[config.mk]
export PLATFORM = sky130hd
export DESIGN_NAME = sam3_seq_ctrl_flat
export DESIGN_NICKNAME = d
export VERILOG_FILES = /design/src/rtl/sam3_seq_ctrl_if.sv /design/src/rtl/sam3_seq_ctrl.sv /design/src/flat_wrapper.sv
export SDC_FILE = /design/constraint.sdc
export NUM_CORES = 1
export LEC_CHECK = 0
export BUFFER_PORTS_ARGS = -buffer_cell sky130_fd_sc_hd__buf_2
export CORE_ASPECT_RATIO = 0.75
export CORE_MARGIN = 2
export CORE_UTILIZATION = 48
export CTS_BUF_LIST = sky130_fd_sc_hd__clkbuf_16
export CTS_CLUSTER_DIAMETER = 100
export DETAILED_ROUTE_END_ITERATION = 16
export GPL_TIMING_DRIVEN = 0
export HOLD_SLACK_MARGIN = 0.15
export PLACE_DENSITY = 0.87
export SLEW_MARGIN = 20
export SYNTH_ARGS = -nofsm -noshare
export SYNTH_HDL_FRONTEND = slang
export SYNTH_SLANG_ARGS = --single-unit
[constraint.sdc]
create_clock -name clock -period 4.1 [get_ports clock]
set_input_delay 0.82 -clock clock [delete_from_list [all_inputs] [get_ports clock]]
set_output_delay 0.82 -clock clock [all_outputs]
set_load 0.01 [all_outputs]
[src/rtl/sam3_seq_ctrl_if.sv]
// Host-side handshake bundle for sam3_seq_ctrl: operand request, result return, error pulse.
interface sam3_seq_ctrl_if;
  logic        start;
  logic        start_ready;
  logic [35:0] a_in;
  logic [35:0] b_in;
  logic [89:0] c_out;
  logic        res_valid;
  logic        res_ready;
  logic        err;

  modport master (
    output start, a_in, b_in, res_ready,
    input  start_ready, c_out, res_valid, err
  );

  modport slave (
    input  start, a_in, b_in, res_ready,
    output start_ready, c_out, res_valid, err
  );
endinterface

[src/rtl/sam3_seq_ctrl.sv]
// Sequencer for a 3x3 systolic matrix multiplier: skews operands in, captures result columns out.
// Optional WAIT-state watchdog enabled by defining SAM3_CTRL_WATCHDOG_EN.
module sam3_seq_ctrl #(
  parameter int unsigned CAP_DELAY = 1,
  parameter int unsigned TMO_CYC   = 32
) (
  input  logic              clock,
  input  logic              reset,
  sam3_seq_ctrl_if.slave    host,
  output logic              arr_en,
  output logic              arr_reset,
  output logic [3:0]        arr_a_row0,
  output logic [3:0]        arr_a_row1,
  output logic [3:0]        arr_a_row2,
  output logic [3:0]        arr_b_col0,
  output logic [3:0]        arr_b_col1,
  output logic [3:0]        arr_b_col2,
  input  logic [9:0]        arr_c_row0,
  input  logic [9:0]        arr_c_row1,
  input  logic [9:0]        arr_c_row2,
  input  logic              arr_mult_over
);

  typedef enum logic [2:0] {StIdle, StClr, StFeed, StWait, StDrain, StDone} state_e;

  localparam logic [7:0] CapFirst = 8'(CAP_DELAY);
  localparam logic [7:0] CapLast  = 8'(CAP_DELAY + 2);

  state_e      state_q;
  logic [2:0]  t_q;
  logic [7:0]  d_q;
  logic [35:0] a_q, b_q;
  logic [89:0] c_q;
  logic        valid_q, ready_q, en_q, arst_q;
  logic [11:0] a_ops_q, b_ops_q;

  // Row i of A enters at t = i + j, column j of B at t = row + j.
  function automatic logic [11:0] skew_a(input logic [35:0] m, input logic [2:0] t);
    logic [11:0] r;
    r = '0;
    for (int i = 0; i < 3; i++) begin
      for (int j = 0; j < 3; j++) begin
        if (int'(t) == i + j) r[4*i +: 4] = m[4*(3*i+j) +: 4];
      end
    end
    return r;
  endfunction

  function automatic logic [11:0] skew_b(input logic [35:0] m, input logic [2:0] t);
    logic [11:0] r;
    r = '0;
    for (int j = 0; j < 3; j++) begin
      for (int rr = 0; rr < 3; rr++) begin
        if (int'(t) == rr + j) r[4*j +: 4] = m[4*(3*rr+j) +: 4];
      end
    end
    return r;
  endfunction

`ifdef SAM3_CTRL_WATCHDOG_EN
  localparam logic [15:0] TmoLast = 16'(TMO_CYC - 1);
  logic [15:0] wdt_q;
  logic        err_q;
  assign host.err = err_q;
`else
  logic [31:0] unused_tmo;
  assign unused_tmo = TMO_CYC;
  assign host.err   = 1'b0;
`endif

  always_ff @(posedge clock) begin
    if (reset) begin
      state_q <= StIdle;
      t_q     <= '0;
      d_q     <= '0;
      a_q     <= '0;
      b_q     <= '0;
      c_q     <= '0;
      valid_q <= 1'b0;
      ready_q <= 1'b1;
      en_q    <= 1'b0;
      arst_q  <= 1'b1;
      a_ops_q <= '0;
      b_ops_q <= '0;
`ifdef SAM3_CTRL_WATCHDOG_EN
      wdt_q   <= '0;
      err_q   <= 1'b0;
`endif
    end else begin
`ifdef SAM3_CTRL_WATCHDOG_EN
      err_q <= 1'b0;
`endif
      unique case (state_q)
        StIdle: begin
          if (host.start) begin
            a_q     <= host.a_in;
            b_q     <= host.b_in;
            ready_q <= 1'b0;
            state_q <= StClr;
          end
        end
        StClr: begin
          state_q <= StFeed;
          t_q     <= '0;
          en_q    <= 1'b1;
          arst_q  <= 1'b0;
          a_ops_q <= skew_a(a_q, 3'd0);
          b_ops_q <= skew_b(b_q, 3'd0);
        end
        StFeed: begin
          if (t_q == 3'd4) begin
            state_q <= StWait;
            t_q     <= '0;
            a_ops_q <= '0;
            b_ops_q <= '0;
`ifdef SAM3_CTRL_WATCHDOG_EN
            wdt_q   <= '0;
`endif
          end else begin
            t_q     <= t_q + 3'd1;
            a_ops_q <= skew_a(a_q, t_q + 3'd1);
            b_ops_q <= skew_b(b_q, t_q + 3'd1);
          end
        end
        StWait: begin
          if (arr_mult_over) begin
            state_q <= StDrain;
            d_q     <= '0;
          end
`ifdef SAM3_CTRL_WATCHDOG_EN
          else if (wdt_q == TmoLast) begin
            state_q <= StIdle;
            err_q   <= 1'b1;
            ready_q <= 1'b1;
            en_q    <= 1'b0;
            arst_q  <= 1'b1;
            wdt_q   <= '0;
          end else begin
            wdt_q <= wdt_q + 16'd1;
          end
`endif
        end
        StDrain: begin
          // Array emits one result column per cycle once its pipeline latency has passed.
          for (int k = 0; k < 3; k++) begin
            if (d_q == CapFirst + 8'(k)) begin
              c_q[10*k     +: 10] <= arr_c_row0;
              c_q[10*(3+k) +: 10] <= arr_c_row1;
              c_q[10*(6+k) +: 10] <= arr_c_row2;
            end
          end
          if (d_q == CapLast) begin
            state_q <= StDone;
            d_q     <= '0;
            valid_q <= 1'b1;
          end else begin
            d_q <= d_q + 8'd1;
          end
        end
        StDone: begin
          if (host.res_ready) begin
            state_q <= StIdle;
            valid_q <= 1'b0;
            ready_q <= 1'b1;
            en_q    <= 1'b0;
            arst_q  <= 1'b1;
          end
        end
        default: state_q <= StIdle;
      endcase
    end
  end

  assign host.start_ready = ready_q;
  assign host.res_valid   = valid_q;
  assign host.c_out       = c_q;
  assign arr_en           = en_q;
  assign arr_reset        = arst_q;
  assign arr_a_row0       = a_ops_q[3:0];
  assign arr_a_row1       = a_ops_q[7:4];
  assign arr_a_row2       = a_ops_q[11:8];
  assign arr_b_col0       = b_ops_q[3:0];
  assign arr_b_col1       = b_ops_q[7:4];
  assign arr_b_col2       = b_ops_q[11:8];

endmodule

[src/flat_wrapper.sv]
// flat-port wrapper written by rule: the top's interface ports become plain ports
module sam3_seq_ctrl_flat 
#(
  parameter int unsigned CAP_DELAY = 1,
  parameter int unsigned TMO_CYC   = 32
)
  (clock, reset, arr_en, arr_reset, arr_a_row0, arr_a_row1, arr_a_row2, arr_b_col0, arr_b_col1, arr_b_col2, arr_c_row0, arr_c_row1, arr_c_row2, arr_mult_over, host_start, host_a_in, host_b_in, host_res_ready, host_start_ready, host_c_out, host_res_valid, host_err);
  sam3_seq_ctrl_if host_i ();
  input  logic clock;
  input  logic reset;
  output logic arr_en;
  output logic arr_reset;
  output logic [3:0] arr_a_row0;
  output logic [3:0] arr_a_row1;
  output logic [3:0] arr_a_row2;
  output logic [3:0] arr_b_col0;
  output logic [3:0] arr_b_col1;
  output logic [3:0] arr_b_col2;
  input  logic [9:0] arr_c_row0;
  input  logic [9:0] arr_c_row1;
  input  logic [9:0] arr_c_row2;
  input  logic arr_mult_over;
  input wire logic [$bits(host_i.start)-1:0] host_start;
  input wire logic [$bits(host_i.a_in)-1:0] host_a_in;
  input wire logic [$bits(host_i.b_in)-1:0] host_b_in;
  input wire logic [$bits(host_i.res_ready)-1:0] host_res_ready;
  output wire logic [$bits(host_i.start_ready)-1:0] host_start_ready;
  output wire logic [$bits(host_i.c_out)-1:0] host_c_out;
  output wire logic [$bits(host_i.res_valid)-1:0] host_res_valid;
  output wire logic [$bits(host_i.err)-1:0] host_err;
  assign host_i.start = host_start;
  assign host_i.a_in = host_a_in;
  assign host_i.b_in = host_b_in;
  assign host_i.res_ready = host_res_ready;
  assign host_start_ready = host_i.start_ready;
  assign host_c_out = host_i.c_out;
  assign host_res_valid = host_i.res_valid;
  assign host_err = host_i.err;
  sam3_seq_ctrl #(.CAP_DELAY(CAP_DELAY), .TMO_CYC(TMO_CYC)) u_core (.clock(clock), .reset(reset), .host(host_i), .arr_en(arr_en), .arr_reset(arr_reset), .arr_a_row0(arr_a_row0), .arr_a_row1(arr_a_row1), .arr_a_row2(arr_a_row2), .arr_b_col0(arr_b_col0), .arr_b_col1(arr_b_col1), .arr_b_col2(arr_b_col2), .arr_c_row0(arr_c_row0), .arr_c_row1(arr_c_row1), .arr_c_row2(arr_c_row2), .arr_mult_over(arr_mult_over));
endmodule
==> flow_metrics.env <==
export IMPL_hold_class="reg2reg"
export IMPL_slowest_delay_ns=0.74
export IMPL_dieArea_mm2=0.01763
export IMPL_pwr_share_comb_pct=12.3
export IMPL_dp_cells=1448
export IMPL_drive_gt1_share_pct=21.59
export IMPL_clkPwrFrac_pct=40.9
export IMPL_period_needed_ns=2.369
export IMPL_p_sw_uw=1225
export IMPL_switching_share_pct=26.77
export IMPL_wl_per_cell_um=16.26
export IMPL_coreArea_mm2=0.01612
export IMPL_total_power_uw=4576
export IMPL_setup_viol=0
export IMPL_timing_fmax_ghz=0.4222
export IMPL_cp_data_required_time_ns=4.45
export IMPL_hold_violations=0
export IMPL_leakage_uw=0.004125
export IMPL_final_cell_area_mm2=0.01001
export IMPL_critPathKind="reg2reg"
export IMPL_cp_arrival_ns=2.72
export IMPL_cts_root_buffer="clkbuf_16"
export IMPL_grt_usage_pct=25.82
export IMPL_grt_max_degree=16
export IMPL_cts_hold_buf=0
export IMPL_synth_nets=1129
export IMPL_cp_slowest_cell="xnor2_1"
export IMPL_area_growth_pct=25.81
export IMPL_power_density_mw_per_mm2=457.2
export IMPL_synth_distinct_cells=50
export IMPL_dpl_cell_area_mm2=0.009340
export IMPL_pre_cts_ws_ns=1.508
export IMPL_cp_max_fo=10
export IMPL_nets=1375
export IMPL_grt_ovfl_total=0
export IMPL_synth_seq_cells=204
export IMPL_synth_edf_count=0
export IMPL_crit_chain="ha_1 -> xnor2_1 -> nand2_1 -> o211ai_1 -> a311oi_1"
export IMPL_gp_congestion=0.8782
export IMPL_ctsLongestPathBuffers=3
export IMPL_worst_pin_slew_ns=0.9029
export IMPL_grt_pass1_wl_um=37240
export IMPL_cp_end_kind="flop"
export IMPL_cap_violations=0
export IMPL_yosysSeqAreaShare_pct=51.33
export IMPL_cts_buffers=20
export IMPL_ctsResizeCount=0
export IMPL_cts_tree="built"
export IMPL_std_cell_rows=40
export IMPL_setup_slack_ns=1.731
export IMPL_viasPerCell=5.489
export IMPL_report_final_slew_viol_count=0
export IMPL_status="finished, final reports clean"
export IMPL_n_antenna_cell=0
export IMPL_fin_tns_setup_ns=0
export IMPL_finClkSkew_ns=0.02039
export IMPL_synth_cells=1014
export IMPL_pin_count=226
export IMPL_p_int_uw=3351
export IMPL_rsz0062_at_grt="false"
export IMPL_die_y_um=115.5
export IMPL_clock_sinks=204
export IMPL_first_pass_iters=5
export IMPL_post_cts_buffers=0
export IMPL_initialDrtViolationCount=671
export IMPL_clkSlewWorstSetupHoldPaths_ns=0.06
export IMPL_peakVddDrop_uv=296.8
export IMPL_h_tree_depth=1
export IMPL_dp_hpwl_um=17460
export IMPL_slew_headroom_pct=39.37
export IMPL_instances_no_fill=1484
export IMPL_grt_pass1_vias=7398
export IMPL_clk_latency_ns=0.50
export IMPL_seq_power_share_pct=46.8
export IMPL_wirelength_um=24130
export IMPL_antenna_found_initial=1
export IMPL_port_buffers=224
export IMPL_vias=8145
export IMPL_ant_nets=0
export IMPL_async_flop_share_pct=0
export IMPL_drc=0
export IMPL_start_util_pct=49.37
export IMPL_min_period_over_period_pct=57.77
export IMPL_syn_area_mm2=0.007956
export IMPL_dominantRegCellSynth="dfxtp_1"
export IMPL_yosysWarnings=0
export IMPL_startpoint_type="flop"
export IMPL_die_x_um=152.7
export IMPL_postSynthAreaPerCell_um2=7.847
[synthesized netlist by cell type, drive strengths merged (2+ instances only)]
cell type | instances | area share [%]
a21oi | 181 | 11
nor3b | 2 | 0.25
a311oi | 8 | 0.88
or3 | 3 | 0.24
nand4 | 3 | 0.24
dfxtp | 204 | 51
or3b | 3 | 0.33
nand4b | 2 | 0.22
nor2 | 24 | 1.1
clkbuf | 59 | 2.8
o2bb2ai | 16 | 1.8
buf | 17 | 1.1
o211ai | 8 | 0.75
nand3 | 6 | 0.38
nand2b | 6 | 0.47
o22ai | 8 | 0.63
a31oi | 4 | 0.31
a2bb2oi | 2 | 0.22
and4 | 3 | 0.33
xnor2 | 3 | 0.33
nor4 | 3 | 0.42
nor3 | 4 | 0.31
nand3b | 2 | 0.19
inv | 4 | 0.19
ha | 8 | 1.3
nand2 | 367 | 17
nor2b | 2 | 0.16
o21bai | 2 | 0.19
a211oi | 9 | 0.85
or2 | 2 | 0.16
and3 | 17 | 1.3
and2 | 2 | 0.16
o21ai | 19 | 1.2
[flip-flops by register name, indices dropped and copies added, names as in the netlist]
register                 cells
u_core.arr_en                1
u_core.b_ops_q              12
u_core.a_ops_q              12
u_core.state_q               3
u_core.d_q                   8
u_core.host.res_valid        1
u_core.arr_reset             1
u_core.a_q                  36
u_core.host.c_out           90
u_core.b_q                  36
u_core.host.start_ready      1
u_core.t_q                   3
[metrics by stage]
| stage | hold WS, ns | utilization, % |
|---|---|---|
| after global routing | 0.4677 | 62.11 |
| after global placement | 0.4371 | 57.96 |
| after detailed placement | 0.4412 | 57.96 |
| after floorplan | 0.4319 | - |
| final | 0.4496 | 62.11 |
| after CTS | 0.4522 | 62.08 |
[critical path, delay by kind of cell (launching register included)]
family	cells	cell delay, ns
AND/OR/NAND/NOR	1	0.41
AO/OA/AOI/OAI	2	0.42
XOR/XNOR	1	0.74
flip-flops	1	0.36
adder cells (fa/ha/maj)	1	0.30
[layer usage]
layer	GRT usage, %	wire length, µm	vias to the layer above
met2	40.90	10640	390
met3	4.114	2103	62
met1	36.49	10660	3789
li1	-	-	3902
met4	8.580	711	2
met5	0	15	-
[kinds of logic (layout without fill, tap and decap cells)]
| family | count (synthesis) | in the layout | share of synthesized area [%] |
|---|---|---|---|
| AND/OR/NAND/NOR | 452 | 452 | 23.75 |
| AO/OA/AOI/OAI | 264 | 264 | 19.03 |
| flip-flops | 204 | 204 | 51.33 |
| buffers and inverters | 80 | 340 | 4.026 |
| adder cells (fa/ha/maj) | 8 | 8 | 1.258 |
| XOR/XNOR | 4 | 4 | 0.4404 |
| other | 1 | 1 | 0.04713 |
| multiplexers | 1 | 1 | 0.1258 |
[power groups by stage]
stage	sequential (µW)	clock, µW	combinational (µW)
floorplan	2180	0	323
global placement	2180	0	533
detailed placement	2180	0	547
CTS	2140	1880	552
global route	2150	1970	618
finish	2140	1870	561
[layout by cell type (no fill, tap or decap), drive strengths merged, types with 8 or more instances in the layout]
cell       n
o22ai      8
a211oi     9
clkinv    10
dfxtp    204
buf      241
a21oi    181
nand2    367
ha         8
clkbuf    79
o21ai     19
a311oi     8
o2bb2ai   16
and3      17
o211ai     8
nor2      24
[final cells by class]
class	count	area, µm²
clock inverter	16	163.9
tap	210	262.8
sequential	204	4084
multi-input combinational	730	3557
timing repair buffer	224	1121
inverter	4	15.01
buffer	76	305.3
clock buffer	20	500.5
fill	1420	6106
[final timing paths]
kind,from,slack (ns),end,depth (start not counted)
max,u_core.t_q[0],1.73,u_core.b_ops_q[1],5
min,u_core.host.c_out[74],0.45,u_core.host.c_out[74],2
max reg2reg,u_core.t_q[0],1.73,u_core.b_ops_q[1],5
min reg2reg,u_core.host.c_out[74],0.45,u_core.host.c_out[74],2
Note: power is estimated with default switching activity, not from simulation.
